<file path="config.mk">
export PLATFORM = sky130hd
export DESIGN_NAME = sram_uart_fifo
export DESIGN_NICKNAME = d
export VERILOG_FILES = /design/src/rtl/sram_uart_pkg.sv /design/src/rtl/sync_fifo.sv /design/src/rtl/sram_uart_fifo.sv
export SDC_FILE = /design/constraint.sdc
export NUM_CORES = 1
export LEC_CHECK = 0
export CORE_MARGIN = 10
export CORE_UTILIZATION = 41
export DETAILED_ROUTE_END_ITERATION = 6
export MAX_ROUTING_LAYER = met4
export SLEW_MARGIN = 0
export SYNTH_ARGS = -nofsm -noshare
export SYNTH_HDL_FRONTEND = slang
export SYNTH_SLANG_ARGS = --single-unit
</file>
<file path="constraint.sdc">
create_clock -name clka -period 5.4 [get_ports clka]
set_input_delay 1.08 -clock clka [delete_from_list [all_inputs] [get_ports clka]]
set_output_delay 1.08 -clock clka [all_outputs]
set_load 0.01 [all_outputs]
</file>
<file path="src/rtl/sram_uart_pkg.sv">
// Shared register map, bit positions and LSR helper for the SRAM-mapped UART FIFO.
package sram_uart_pkg;

   // Register offsets within the 8-byte window (addra[2:0] / byte lane index)
   localparam logic [2:0] OffRbrThr = 3'd0;
   localparam logic [2:0] OffIer    = 3'd1;
   localparam logic [2:0] OffLsr    = 3'd5;
   localparam logic [2:0] OffScr    = 3'd7;

   // LSR bit positions
   localparam int unsigned LsrDr   = 0;
   localparam int unsigned LsrOe   = 1;
   localparam int unsigned LsrThre = 5;
   localparam int unsigned LsrTemt = 6;

   // IER bit positions
   localparam int unsigned IerRxEn   = 0;
   localparam int unsigned IerThreEn = 1;

   // LSR value out of reset: both FIFOs empty, output stage idle
   localparam logic [7:0] LsrResetVal = 8'h60;

   function automatic logic [7:0] build_lsr(input logic dr, input logic oe,
                                            input logic thre, input logic temt);
      logic [7:0] lsr;
      lsr          = '0;
      lsr[LsrDr]   = dr;
      lsr[LsrOe]   = oe;
      lsr[LsrThre] = thre;
      lsr[LsrTemt] = temt;
      return lsr;
   endfunction

endpackage

</file>
<file path="src/rtl/sync_fifo.sv">
// Synchronous FIFO: combinational head, push accepted on full only alongside a pop.
module sync_fifo #(
   parameter int unsigned WIDTH = 8,
   parameter int unsigned DEPTH = 16
) (
   input  logic                   clka,
   input  logic                   rstn,
   input  logic                   push,
   input  logic                   pop,
   input  logic [WIDTH-1:0]       din,
   output logic [WIDTH-1:0]       dout,
   output logic                   empty,
   output logic                   full,
   output logic [$clog2(DEPTH):0] count
);

   localparam int unsigned PtrW = $clog2(DEPTH);
   localparam logic [PtrW:0] FullCount = (PtrW + 1)'(DEPTH);

   logic [PtrW-1:0]  wr_ptr_q, wr_ptr_d;
   logic [PtrW-1:0]  rd_ptr_q, rd_ptr_d;
   logic [PtrW:0]    count_q, count_d;
   logic [WIDTH-1:0] mem_q [DEPTH];
   logic             do_push, do_pop;

   assign empty = (count_q == '0);
   assign full  = (count_q == FullCount);
   assign count = count_q;
   assign dout  = mem_q[rd_ptr_q];

   // Pop on empty is ignored, so push+pop on empty just stores the byte
   assign do_pop  = pop & ~empty;
   assign do_push = push & (~full | do_pop);

   // Next-state for pointers (wrap naturally, depth is a power of 2) and occupancy
   always_comb begin
      wr_ptr_d = wr_ptr_q;
      rd_ptr_d = rd_ptr_q;
      count_d  = count_q;
      if (do_push) wr_ptr_d = wr_ptr_q + PtrW'(1);
      if (do_pop)  rd_ptr_d = rd_ptr_q + PtrW'(1);
      unique case ({do_push, do_pop})
         2'b10:   count_d = count_q + (PtrW + 1)'(1);
         2'b01:   count_d = count_q - (PtrW + 1)'(1);
         default: count_d = count_q;
      endcase
   end

   // Pointer and count registers
   always_ff @(posedge clka) begin
      if (!rstn) begin
         wr_ptr_q <= '0;
         rd_ptr_q <= '0;
         count_q  <= '0;
      end else begin
         wr_ptr_q <= wr_ptr_d;
         rd_ptr_q <= rd_ptr_d;
         count_q  <= count_d;
      end
   end

   // Storage array, deliberately not reset
   always_ff @(posedge clka) begin
      if (do_push) mem_q[wr_ptr_q] <= din;
   end

endmodule

</file>
<file path="src/rtl/sram_uart_fifo.sv">
// SRAM-style 64-bit register window fronting a byte TX/RX FIFO pair with a UART-like map.
module sram_uart_fifo
   import sram_uart_pkg::*;
#(
   parameter logic [63:0] BASE_ADDR = 64'h60000000,
   parameter int unsigned TX_DEPTH  = 16,
   parameter int unsigned RX_DEPTH  = 16
) (
   input  logic        clka,
   input  logic        rstn,
   input  logic [63:0] addra,
   input  logic [63:0] dina,
   output logic [63:0] douta,
   input  logic        ena,
   input  logic [7:0]  wea,
   output logic [7:0]  tx_data,
   output logic        tx_valid,
   input  logic        tx_ready,
   input  logic [7:0]  rx_data,
   input  logic        rx_ready,
   output logic        irq
);

   logic [63:0] douta_q, douta_d;
   logic [7:0]  tx_data_q, tx_data_d;
   logic        tx_valid_q, tx_valid_d;
   logic        irq_q, irq_d;
   logic [1:0]  ier_q, ier_d;
   logic [7:0]  scr_q, scr_d;
   logic        oe_q, oe_d;

   logic [2:0]  off;
   logic        rd_en, rbr_rd, lsr_rd, thr_wr;
   logic        tx_load, tx_empty, tx_full;
   logic [7:0]  tx_head;
   logic        rx_empty, rx_full, rx_pop_eff, oe_set;
   logic [7:0]  rx_head, rbr, lsr;
   logic [$clog2(TX_DEPTH):0] tx_count;
   logic [$clog2(RX_DEPTH):0] rx_count;

   assign off    = addra[2:0];
   assign rd_en  = ena & (wea == 8'h00);
   assign rbr_rd = rd_en & (off == OffRbrThr);
   assign lsr_rd = rd_en & (off == OffLsr);
   assign thr_wr = ena & wea[OffRbrThr];

   // Output stage refills whenever it is free or being drained this cycle
   assign tx_load    = (~tx_valid_q | tx_ready) & ~tx_empty;
   assign rx_pop_eff = rbr_rd & ~rx_empty;
   assign oe_set     = rx_ready & rx_full & ~rx_pop_eff;
   assign rbr        = rx_empty ? 8'h00 : rx_head;
   assign lsr        = build_lsr(~rx_empty, oe_q, tx_empty, tx_empty & ~tx_valid_q);

   sync_fifo #(
      .WIDTH(8),
      .DEPTH(TX_DEPTH)
   ) u_tx_fifo (
      .clka (clka),
      .rstn (rstn),
      .push (thr_wr),
      .pop  (tx_load),
      .din  (dina[7:0]),
      .dout (tx_head),
      .empty(tx_empty),
      .full (tx_full),
      .count(tx_count)
   );

   sync_fifo #(
      .WIDTH(8),
      .DEPTH(RX_DEPTH)
   ) u_rx_fifo (
      .clka (clka),
      .rstn (rstn),
      .push (rx_ready),
      .pop  (rbr_rd),
      .din  (rx_data),
      .dout (rx_head),
      .empty(rx_empty),
      .full (rx_full),
      .count(rx_count)
   );

   // Next-state for registers, output stage, read data and interrupt
   always_comb begin
      douta_d    = douta_q;
      tx_data_d  = tx_data_q;
      tx_valid_d = tx_valid_q;
      ier_d      = ier_q;
      scr_d      = scr_q;
      oe_d       = oe_q;

      if (tx_load) begin
         tx_data_d  = tx_head;
         tx_valid_d = 1'b1;
      end else if (tx_ready) begin
         tx_valid_d = 1'b0;
      end

      if (ena & wea[OffIer]) ier_d = dina[8*OffIer +: 2];
      if (ena & wea[OffScr]) scr_d = dina[8*OffScr +: 8];

      // A new overrun in the same cycle as an LSR read must not be lost
      if (oe_set)      oe_d = 1'b1;
      else if (lsr_rd) oe_d = 1'b0;

      if (rd_en) begin
         douta_d                   = '0;
         douta_d[8*OffRbrThr +: 8] = rbr;
         douta_d[8*OffIer +: 8]    = {6'b0, ier_q};
         douta_d[8*OffLsr +: 8]    = lsr;
         douta_d[8*OffScr +: 8]    = scr_q;
      end

      irq_d = (ier_q[IerRxEn] & ~rx_empty) | (ier_q[IerThreEn] & tx_empty);
   end

   // State registers with synchronous active-low reset
   always_ff @(posedge clka) begin
      if (!rstn) begin
         douta_q    <= '0;
         tx_data_q  <= '0;
         tx_valid_q <= 1'b0;
         irq_q      <= 1'b0;
         ier_q      <= '0;
         scr_q      <= '0;
         oe_q       <= 1'b0;
      end else begin
         douta_q    <= douta_d;
         tx_data_q  <= tx_data_d;
         tx_valid_q <= tx_valid_d;
         irq_q      <= irq_d;
         ier_q      <= ier_d;
         scr_q      <= scr_d;
         oe_q       <= oe_d;
      end
   end

   assign douta    = douta_q;
   assign tx_data  = tx_data_q;
   assign tx_valid = tx_valid_q;
   assign irq      = irq_q;

   // Address decode lives outside; high address bits, spare lanes and counts are not consumed
   logic unused_bits;
   assign unused_bits = ^{addra[63:3], dina[55:10], wea[6:2], BASE_ADDR, tx_full,
                          tx_count, rx_count, LsrResetVal};

endmodule

</file>
==> results.toml <==
[outcome]
status = "finished, final reports clean"

[logic_synthesis]
synth_most_common_cell = "edfxtp_1"
ys_seq_area_share_pct = 67.5
synth_top_cell_area_share_pct = 56.7
ys_types = 61
ys_warn_count = 0
netlist_area_mm2 = 0.0135
yosys.area.top_type = "edfxtp_1"
ys_ff_latch = 329
synth.area.top_cells = "edfxtp_1, dfxtp_1, mux4_2"
ys_async_sr_fraction_pct = 0
ys_top_cells_by_count = "edfxtp_1, dfxtp_1, nand2_1"
synth_edf_count = 256
ys.flop_type = "edfxtp_1"
synth_area_per_cell_um2 = 15.3
synth_cells = 888

[worst_setup_path]
crit_type = "primary input to register"
setup.worst_path.end_class = "register"
worstSetupStartpointType = "primary input"
required_ns = 5.85
crit_path_cell_trace = "clkdlybuf4s50_1 > or3_1 > or4_4 > a21boi_1 > inv_1 > ha_1 > xor2_1 > ha_1 > a211o_1 > a211o_1 > a31oi_1 > mux2i_1"
critPathTopFamily = "simple AND/OR/NAND/NOR gates"
critPathBufInv = 2
slowest_stage = "or4_4"
slowest_delay_ns = 0.67
crit_arrival_ns = 4.69
crit_path_max_fanout = 11

[global_routing]
antenna_found_initial = 0
grt_max_degree = 41
grt_overflow = 0
grt_first_pass_wirelength_mm = 44.9
grt_pass1_vias = 7543
grtUsageTotal_pct = 14.3

[final_layout]
design_area_mm2 = 0.0158
num-fill-cells = 2818
layout.nets = 1134
areaGrowthSynthToFinish_pct = 16.6
drive_above_1_share_pct = 13.5

[min_path]
hp-class = "register to register"

[timing]
setup_tns_ns = 0
tightestPinTransition_ns = 1.26
max_freq_mhz = 236
finalHoldViolations = 0
grt_setup_unrepaired = "false"
period_minus_slack_ns = 4.24
finalCritPeriodShare_pct = 78.5
relSlewSlack_pct = 15.5
setup_violations = 0
finalMaxSlewViolations = 0
fin_skew_ns = 0.0152

[placed_design]
port_buffers = 73
place.gp.congestion = 0.751
place_hpwl_mm = 18.3
post_dp_cell_area_mm2 = 0.0146

[route]
drt_iter0_markers = 577
drt-total-wl_mm = 28.7
firstDrtPassIters = 5
drc = 0
vias = 7428
ant_nets = 0
routed_via_density = 5.17
routedWlPerCell_um = 20.0

[clocking]
clock_sinks = 329
postCtsHoldBufs = 0
cts_buffers = 36
post_cts_resized = 0
clockRootBuffer = "clkbuf_16"
insertion_delay_ns = 0.52
clock_path_buffers = 3
clk_pin_slew_ns = 0.06
cts_tree = "yes"
post_cts_buffers = 0
htree_num_levels = 2

[floorplan]
start_util_pct = 41.6
ioPinCount = 223
die_h_um = 202
rows = 66
core_mm2 = 0.0325
die-area_mm2 = 0.0407
die_x_um = 202

[power_and_ir_drop]
p_per_area_mw_per_mm2 = 388
p_leak_nw = 5.08
vdd_drop_max_mv = 0.231

[run]
maxCapViolCount = 0
-- where the power goes --
group	internal, W	switching, W
combinational	0.000341	0.000435
clock	0.00150	0.000989
sequential	0.00280	0.0000622
-- worst min-delay path, cell delays in order, from the launching register on --
cell	delay [ns]
dfxtp_1	0.31
nand2_1	0.05
a21oi_1	0.05
-- kinds of logic (layout without fill, tap and decap cells) --
group	after synthesis	count (layout)	share of synthesized area (%)
muxes	111	111	12.6
DFF	329	329	67.5
and+or+nand+nor	190	190	7.12
xor gates and xnor gates	9	9	0.582
AOI/OAI and AO/OA	121	121	6.00
adders and majority gates	18	18	1.72
other	1	43	0.0277
buffers and inverters	109	174	4.39
-- cell usage in the layout, fill, tap and decap left out, types with 9 or more instances in the layout --
| cell type | count |
|---|---|
| dfxtp_1 | 71 |
| and2_1 | 9 |
| ha_1 | 17 |
| conb_1 | 42 |
| a22oi_1 | 9 |
| nand3_1 | 21 |
| mux2i_1 | 63 |
| a21oi_1 | 34 |
| a31oi_1 | 10 |
| mux4_2 | 48 |
| o22ai_1 | 16 |
| o21ai_0 | 17 |
| clkdlybuf4s50_1 | 73 |
| edfxtp_1 | 256 |
| buf_4 | 15 |
| inv_1 | 20 |
| clkbuf_16 | 36 |
| nand2_1 | 65 |
| clkinv_2 | 10 |
| nor2_1 | 36 |
-- stage by stage --
stage,hold WS (ns),setup slack [ns],util (%),total power [W],cells
after floorplan,0.432,1.31,-,0.00345,929
after global placement,0.439,0.716,44.8,0.00369,1371
final,0.446,1.16,48.5,0.00613,1437
after detailed placement,0.442,0.675,44.8,0.00370,1371
after global routing,0.477,0.979,48.5,0.00638,1436
after CTS,0.446,1.20,48.5,0.00620,1436
-- layout make-up --
type                       instances  area (um^2)  share of cell area [%]
multi-input combinational        491         3960                    25.1
tap                              442          553                    3.50
sequential                       329         9150                    57.9
timing repair buffer              88          843                    5.34
clock buffer                      44          951                    6.02
antenna                            1         2.50                  0.0158
clock inverter                    21          249                    1.58
inverter                          21         78.8                   0.499
-- metal layers --
| layer | track usage (%) | up-vias | wire, um |
|---|---|---|---|
| met4 | 3.95 | 0 | 601 |
| li1 | - | 3502 | - |
| met1 | 17.8 | 3730 | 12400 |
| met2 | 23.5 | 147 | 14400 |
| met5 | - | - | 0 |
| met3 | 2.75 | 49 | 1310 |
-- final timing paths --
path	endpoint	start	depth (start not counted)	slack [ns]
setup / recovery	u_rx_fifo.count[4]	wea[0]	12	1.16
hold / removal	douta[41]	oe_q	2	0.45
setup reg to reg	u_rx_fifo.count[4]	u_rx_fifo.count[1]	11	2.05
hold reg to reg	douta[41]	oe_q	2	0.45
-- sequential cells by signal, indices dropped and copies added (netlist names), 5 cells and up, named ones only --
register and cells:
scr_q 8, u_rx_fifo.count 5, u_tx_fifo.count 5, u_rx_fifo.mem_q 128, douta 22, u_tx_fifo.mem_q 128, tx_data 8
No activity file was read; power rests on OpenSTA's default activity.
